==> config.mk <==
export PLATFORM = sky130hd
export DESIGN_NAME = multicycle_cu
export DESIGN_NICKNAME = d
export VERILOG_FILES = /design/src/rtl/multicycle_cu.sv
export SDC_FILE = /design/constraint.sdc
export NUM_CORES = 1
export LEC_CHECK = 0
export CELL_PAD_IN_SITES_DETAIL_PLACEMENT = 1
export CELL_PAD_IN_SITES_GLOBAL_PLACEMENT = 1
export CORE_ASPECT_RATIO = 0.7
export CORE_MARGIN = 2
export CORE_UTILIZATION = 32
export CTS_CLUSTER_DIAMETER = 100
export CTS_CLUSTER_SIZE = 30
export DETAILED_ROUTE_END_ITERATION = 16
export PLACE_DENSITY_LB_ADDON = 0.1
export SLEW_MARGIN = 10
export SYNTH_ARGS = -nofsm -noshare
export SYNTH_HDL_FRONTEND = slang
export SYNTH_SLANG_ARGS = --single-unit
==> constraint.sdc <==
create_clock -name clk -period 1.9 [get_ports clk]
set_input_delay 0.38 -clock clk [delete_from_list [all_inputs] [get_ports clk]]
set_output_delay 0.38 -clock clk [all_outputs]
set_load 0.005 [all_outputs]
==> src/rtl/multicycle_cu.sv <==
// Multi-cycle control unit: sequences FETCH/DECODE/EXEC/MEM/WB with imem/dmem wait-state handshakes,
// single-step debug pause, illegal-opcode trap and saturating cycle/retired-instruction counters.
module multicycle_cu #(
    parameter int PC_W     = 10,
    parameter int RESET_PC = 0,
    parameter int CNT_W    = 32
) (
    input  logic             clk,
    input  logic             rst,
    input  logic             step_mode,
    input  logic             step,
    output logic             imem_req,
    output logic [PC_W-1:0]  imem_addr,
    input  logic             imem_ack,
    input  logic [31:0]      imem_rdata,
    output logic             dmem_req,
    output logic             dmem_we,
    input  logic             dmem_ack,
    input  logic             alu_zero,
    output logic [31:0]      instr,
    output logic [2:0]       alu_op,
    output logic             alu_src_imm,
    output logic             reg_dst_rd,
    output logic             mem_to_reg,
    output logic             reg_write,
    output logic [PC_W-1:0]  pc,
    output logic             halted,
    output logic             illegal,
    output logic [CNT_W-1:0] cycle_count,
    output logic [CNT_W-1:0] instr_count
);
    typedef enum logic [2:0] {
        S_FETCH, S_DECODE, S_EXEC, S_MEM, S_WB, S_STEP, S_HALT
    } state_t;

    localparam logic [5:0] OP_R = 6'h00, OP_ADDI = 6'h08, OP_LW = 6'h23, OP_SW = 6'h2B;
    localparam logic [5:0] OP_BEQ = 6'h04, OP_BNE = 6'h05, OP_J = 6'h02, OP_HALT = 6'h3F;

    state_t           state_q, state_d, after_retire;
    logic [PC_W-1:0]  pc_q, pc_d, br_off;
    logic [31:0]      instr_q, instr_d;
    logic [2:0]       alu_op_q, alu_op_d;
    logic             src_imm_q, src_imm_d, reg_dst_q, reg_dst_d, m2r_q, m2r_d;
    logic             illegal_q, illegal_d;
    logic [CNT_W-1:0] cyc_q, cyc_d, icnt_q, icnt_d;

    logic [5:0] opc, fn;
    logic       dec_legal, dec_imm, dec_rd, dec_m2r;
    logic [2:0] dec_op;
    logic       is_br, is_j, is_mem, is_sw, br_taken, retire;

    assign opc      = instr_q[31:26];
    assign fn       = instr_q[5:0];
    assign is_br    = (opc == OP_BEQ) || (opc == OP_BNE);
    assign is_j     = (opc == OP_J);
    assign is_sw    = (opc == OP_SW);
    assign is_mem   = (opc == OP_LW) || is_sw;
    assign br_taken = (opc == OP_BEQ) ? alu_zero : !alu_zero;
    // pc already points past the branch, so the offset is applied to pc_q directly
    assign br_off   = PC_W'($signed(instr_q[15:0]));
    assign after_retire = step_mode ? S_STEP : S_FETCH;
    assign retire   = ((state_q == S_EXEC) && (is_br || is_j))
                   || ((state_q == S_MEM) && dmem_ack && is_sw)
                   || (state_q == S_WB);

    always_comb begin
        dec_legal = 1'b1;
        dec_op    = 3'd0;
        dec_imm   = 1'b0;
        dec_rd    = 1'b0;
        dec_m2r   = 1'b0;
        case (opc)
            OP_R: begin
                dec_rd = 1'b1;
                case (fn)
                    6'h20:   dec_op = 3'd0;
                    6'h22:   dec_op = 3'd1;
                    6'h24:   dec_op = 3'd2;
                    6'h25:   dec_op = 3'd3;
                    6'h2A:   dec_op = 3'd4;
                    default: dec_legal = 1'b0;
                endcase
            end
            OP_ADDI, OP_SW:  dec_imm = 1'b1;
            OP_LW: begin
                dec_imm = 1'b1;
                dec_m2r = 1'b1;
            end
            OP_BEQ, OP_BNE:  dec_op = 3'd1;
            OP_J, OP_HALT:   dec_op = 3'd0;
            default:         dec_legal = 1'b0;
        endcase
    end

    always_ff @(posedge clk) begin
        if (rst) state_q <= S_FETCH;
        else     state_q <= state_d;
    end

    always_comb begin
        state_d = state_q;
        case (state_q)
            S_FETCH:  if (imem_ack) state_d = S_DECODE;
            S_DECODE: state_d = (!dec_legal || opc == OP_HALT) ? S_HALT : S_EXEC;
            S_EXEC: begin
                if (is_br || is_j) state_d = after_retire;
                else if (is_mem)   state_d = S_MEM;
                else               state_d = S_WB;
            end
            S_MEM:    if (dmem_ack) state_d = is_sw ? after_retire : S_WB;
            S_WB:     state_d = after_retire;
            S_STEP:   if (step) state_d = S_FETCH;
            S_HALT:   state_d = S_HALT;
            default:  state_d = S_FETCH;
        endcase
    end

    always_comb begin
        imem_req  = 1'b0;
        dmem_req  = 1'b0;
        dmem_we   = 1'b0;
        reg_write = 1'b0;
        halted    = 1'b0;
        case (state_q)
            S_FETCH: imem_req = 1'b1;
            S_MEM: begin
                dmem_req = 1'b1;
                dmem_we  = is_sw;
            end
            S_WB:    reg_write = 1'b1;
            S_HALT:  halted = 1'b1;
            default: ;
        endcase
    end

    always_comb begin
        pc_d      = pc_q;
        instr_d   = instr_q;
        alu_op_d  = alu_op_q;
        src_imm_d = src_imm_q;
        reg_dst_d = reg_dst_q;
        m2r_d     = m2r_q;
        illegal_d = illegal_q;
        cyc_d     = cyc_q;
        icnt_d    = icnt_q;
        if (state_q == S_FETCH && imem_ack) begin
            instr_d = imem_rdata;
            pc_d    = pc_q + PC_W'(1);
        end
        if (state_q == S_DECODE) begin
            alu_op_d  = dec_op;
            src_imm_d = dec_imm;
            reg_dst_d = dec_rd;
            m2r_d     = dec_m2r;
            if (!dec_legal) illegal_d = 1'b1;
        end
        if (state_q == S_EXEC) begin
            if (is_j)                  pc_d = instr_q[PC_W-1:0];
            else if (is_br && br_taken) pc_d = pc_q + br_off;
        end
        if (state_q != S_HALT && cyc_q != {CNT_W{1'b1}}) cyc_d = cyc_q + CNT_W'(1);
        if (retire && icnt_q != {CNT_W{1'b1}})           icnt_d = icnt_q + CNT_W'(1);
    end

    always_ff @(posedge clk) begin
        if (rst) begin
            pc_q      <= PC_W'(RESET_PC);
            instr_q   <= 32'd0;
            alu_op_q  <= 3'd0;
            src_imm_q <= 1'b0;
            reg_dst_q <= 1'b0;
            m2r_q     <= 1'b0;
            illegal_q <= 1'b0;
            cyc_q     <= '0;
            icnt_q    <= '0;
        end else begin
            pc_q      <= pc_d;
            instr_q   <= instr_d;
            alu_op_q  <= alu_op_d;
            src_imm_q <= src_imm_d;
            reg_dst_q <= reg_dst_d;
            m2r_q     <= m2r_d;
            illegal_q <= illegal_d;
            cyc_q     <= cyc_d;
            icnt_q    <= icnt_d;
        end
    end

    assign imem_addr   = pc_q;
    assign pc          = pc_q;
    assign instr       = instr_q;
    assign alu_op      = alu_op_q;
    assign alu_src_imm = src_imm_q;
    assign reg_dst_rd  = reg_dst_q;
    assign mem_to_reg  = m2r_q;
    assign illegal     = illegal_q;
    assign cycle_count = cyc_q;
    assign instr_count = icnt_q;
endmodule
==> impl_metrics.xml <==
<?xml version="1.0" encoding="UTF-8"?>
<metrics>
  <group name="hold_path">
    <metric name="holdCritStartpoint" unit="">rst</metric>
    <metric name="hold_path_class" unit="">in2reg</metric>
    <metric name="hold_depth" unit="">2</metric>
    <metric name="hold_path_end" unit="">alu_op[0]$_SDFFE_PP0P_</metric>
  </group>
  <group name="place">
    <metric name="placement.io_buffers" unit="">166</metric>
    <metric name="post-place-cells" unit="">1257</metric>
    <metric name="gp_congestion" unit="">0.825</metric>
    <metric name="place_hpwl" unit="mm">16.8</metric>
  </group>
  <group name="drt">
    <metric name="firstDrtPassIters" unit="">4</metric>
    <metric name="post-route-drc-count" unit="">0</metric>
    <metric name="antenna_violating_nets_post_route" unit="">0</metric>
    <metric name="wl" unit="mm">23.8</metric>
    <metric name="detail_route.vias_per_cell" unit="">5.11</metric>
    <metric name="vias" unit="">6708</metric>
    <metric name="first_iter_violations" unit="">299</metric>
    <metric name="post_drt_wl_per_cell" unit="um">18.2</metric>
  </group>
  <group name="final_layout">
    <metric name="final_common_cell" unit="">buf_4</metric>
    <metric name="layout_common_cells" unit="">buf_4, clkdlybuf4s50_1, dfxtp_1, nand2_1, nor2_1</metric>
    <metric name="layoutNonFillerInstCount" unit="">1313</metric>
    <metric name="area_growth_syn_to_layout" unit="%">71.6</metric>
    <metric name="num-nets-final" unit="">1110</metric>
    <metric name="final_layout_size_suffix_gt1_share" unit="%">30.3</metric>
    <metric name="num_antenna_cells" unit="">0</metric>
  </group>
  <group name="synthesis">
    <metric name="post_synth_instance_area" unit="um2">6040</metric>
    <metric name="yosysSeqAreaShare" unit="%">38.4</metric>
    <metric name="synthCells" unit="">746</metric>
    <metric name="ys_ff_latch" unit="">116</metric>
    <metric name="share_of_flip_flops_with_an_asynchronous_set_or_reset_after_synthesis" unit="%">0</metric>
    <metric name="post_synth_fa_ha_maj_area_fraction" unit="%">2.82</metric>
    <metric name="synth_area_in_compound_gates" unit="%">12.7</metric>
    <metric name="synth_area_per_cell" unit="um2">8.10</metric>
    <metric name="post_synth_and_or_nand_nor_area_fraction" unit="%">29.9</metric>
    <metric name="synth_cell_types" unit="">62</metric>
    <metric name="synthXorXnorAreaFrac" unit="%">10.0</metric>
    <metric name="synth-edff-count" unit="">0</metric>
    <metric name="dominant_combinational_cell_family_by_area_after_synthesis" unit="">simple AND/OR/NAND/NOR gates</metric>
    <metric name="synthMuxAreaShare" unit="%">0.994</metric>
    <metric name="ys_warn_count" unit="">0</metric>
    <metric name="synth-main-ff-cell" unit="">dfxtp_1</metric>
    <metric name="mapped_nets" unit="">798</metric>
  </group>
  <group name="floorplanning">
    <metric name="design.die.area" unit="um2">20000</metric>
    <metric name="num_rows" unit="">42</metric>
    <metric name="placeableCoreArea" unit="um2">18700</metric>
    <metric name="die_w" unit="um">168</metric>
    <metric name="start_util" unit="%">32.3</metric>
    <metric name="num_io_pins" unit="">167</metric>
    <metric name="die_height" unit="um">119</metric>
  </group>
  <group name="timing">
    <metric name="finClkSkew" unit="ps">13.0</metric>
    <metric name="unrepaired_setup_endpoints_after_global_routing" unit="">true</metric>
    <metric name="post-route-period-util" unit="%">112</metric>
    <metric name="achievable-frequency" unit="GHz">0.470</metric>
    <metric name="timing_hold_violations_final" unit="">0</metric>
    <metric name="tightest_slew" unit="ps">532</metric>
    <metric name="timing.final.setup_violations" unit="">39</metric>
    <metric name="finalWorstPathRequiredPeriod" unit="ps">2130</metric>
    <metric name="final-max-slew-violation-count" unit="">0</metric>
    <metric name="final_critical_path_setup_slack" unit="ps">-227</metric>
    <metric name="max_slew_margin" unit="%">64.5</metric>
  </group>
  <group name="global_route">
    <metric name="first_global_vias" unit="">7113</metric>
    <metric name="grtUsageTotal" unit="%">23.0</metric>
    <metric name="overflow" unit="">0</metric>
    <metric name="grt_pass1_wl" unit="mm">37.0</metric>
    <metric name="antenna_found_initial" unit="">0</metric>
    <metric name="grt_start_max_net_pins" unit="">49</metric>
  </group>
  <group name="clocking">
    <metric name="numCtsBuffers" unit="">17</metric>
    <metric name="htree_num_levels" unit="">4</metric>
    <metric name="hold_buffers" unit="">0</metric>
    <metric name="tritoncts" unit="">yes</metric>
    <metric name="clk_transition_reported_paths" unit="ps">60</metric>
    <metric name="cts_buffer_depth" unit="">2</metric>
    <metric name="clk-insertion-delay-late" unit="ps">420</metric>
    <metric name="cts.root.buffer_cell" unit="">clkbuf_16</metric>
    <metric name="cts.sink_count" unit="">116</metric>
  </group>
  <group name="worst_setup_path">
    <metric name="criticalPathCategory" unit="">reg2reg</metric>
    <metric name="critical_path_peak_fanout" unit="">3</metric>
    <metric name="timing.critical_path.required" unit="ps">2180</metric>
    <metric name="rr_worst_depth" unit="">8</metric>
    <metric name="regToRegSetupSlack" unit="ps">-230</metric>
    <metric name="worst_r2r_startpoint" unit="">instr[27]$_SDFFE_PP0P_</metric>
    <metric name="worst_ep_arrival_time" unit="ps">2410</metric>
    <metric name="r2r-end" unit="">state_q[2]$_SDFFE_PP0P_</metric>
    <metric name="critical_path.endpoint_type" unit="">flip-flop</metric>
    <metric name="cp-start-kind" unit="">flip-flop</metric>
  </group>
  <group name="run_status">
    <metric name="status" unit="">finished, violations left</metric>
    <metric name="failed_checks" unit="">negative setup slack</metric>
  </group>
  <group name="pwr">
    <metric name="post-layout-total-power" unit="uW">9920</metric>
    <metric name="cellLeakagePower" unit="uW">0.00406</metric>
    <metric name="irDropWorstVdd" unit="mV">0.571</metric>
    <metric name="powerDensity" unit="nW/um2">957</metric>
  </group>
  <group name="flow_run">
    <metric name="max_cap_violations" unit="">0</metric>
  </group>
</metrics>
==> what timing repair did <==
action / CTS / global route
pin swaps: 45 / 48
setup endpoints to repair: 74 / 82
setup buffers: 18 / 8
gates resized for setup: 81 / 73
==> logic make-up (layout without fill, tap and decap cells) <==
kind of cell | after synthesis | after routing
AOI/OAI and AO/OA | 123 | 123
xor gates and xnor gates | 69 | 69
adders and majority gates | 13 | 13
buffers and inverters | 65 | 390
DFF | 116 | 116
muxes | 6 | 6
and+or+nand+nor | 354 | 354
==> critical path, cell delays in order, from the launching register on <==
cell and delay [ps]:
dfxtp_2 330, buf_6 110, or3_4 410, nor4_4 170
buf_4 160, nand3b_1 150, a211oi_2 370, or3_4 210
a41oi_2 80
==> synth_stat cells, types with 6 or more instances <==
| library cell | count | area share, % |
|---|---|---|
| dfxtp_1 | 116 | 38 |
| nand2_1 | 97 | 6.0 |
| nor2_1 | 86 | 5.3 |
| a21oi_1 | 57 | 4.7 |
| xor2_1 | 38 | 5.5 |
| nand3_1 | 32 | 2.7 |
| xnor2_1 | 31 | 4.5 |
| nand4_1 | 30 | 3.1 |
| clkbuf_1 | 28 | 1.7 |
| nor3_1 | 20 | 1.7 |
| and3_1 | 19 | 2.0 |
| o21ai_0 | 17 | 1.4 |
| inv_1 | 14 | 0.87 |
| or3_1 | 14 | 1.4 |
| buf_4 | 12 | 1.5 |
| ha_1 | 12 | 2.5 |
| and4_1 | 9 | 1.3 |
| nor4_1 | 8 | 0.83 |
| a21o_1 | 6 | 0.75 |
| mux2i_1 | 6 | 0.99 |
==> metrics by stage <==
stage | area [um2] | utilization, % | TNS [ps] | hold WS (ps) | setup WS, ps
2_1_floorplan | 6080 | - | -22.3 | 442 | -18.4
3_3_place_gp | 8940 | 47.8 | -14460 | 437 | -460
3_5_place_dp | 8940 | 47.8 | -19620 | 447 | -573
4_1_cts | 9980 | 53.3 | -3800 | 358 | -251
5_1_grt | 10400 | 55.4 | -8550 | 393 | -326
6_report | 10400 | 55.4 | -4320 | 366 | -227
==> power by group <==
part           internal [uW]  switching, uW  leakage, uW  total (uW)
Combinational           1880           1760      0.00283        3640
Clock                   2030           1300     0.000280        3340
Sequential              2710            234     0.000950        2950
Total                   6630           3300      0.00406        9920
==> metal layers <==
metal	up-vias	global-route usage (%)	routed length [um]	part of all wire, %
li1	3236	-	-	-
met1	3282	30.6	11000	46
met2	168	37.4	11300	47
met3	22	5.22	1290	5.4
met4	0	6.20	252	1.1
met5	-	0	0	0
==> area by class of cell <==
cell class | count | area, um2
flip-flops and latches | 116 | 2360
multi-input cells | 565 | 3960
inverters | 15 | 56.3
clock buffers | 20 | 458
repair buffers | 343 | 3090
clock inverters | 12 | 143
fillers | 2119 | 8340
well taps | 242 | 303
==> worst max-delay path by stage <==
stage	start	to	cells past startpoint
floorplan	imem_addr[0]$_SDFF_PP0_	imem_addr[6]$_SDFF_PP0_	8
global placement	imem_ack	imem_addr[7]$_SDFF_PP0_	7
detailed placement	imem_ack	imem_addr[7]$_SDFF_PP0_	7
CTS	instr[27]$_SDFFE_PP0P_	state_q[2]$_SDFFE_PP0P_	8
global route	instr[27]$_SDFFE_PP0P_	state_q[2]$_SDFFE_PP0P_	8
finish	instr[27]$_SDFFE_PP0P_	state_q[2]$_SDFFE_PP0P_	8
No activity file was read; power rests on OpenSTA's default activity.
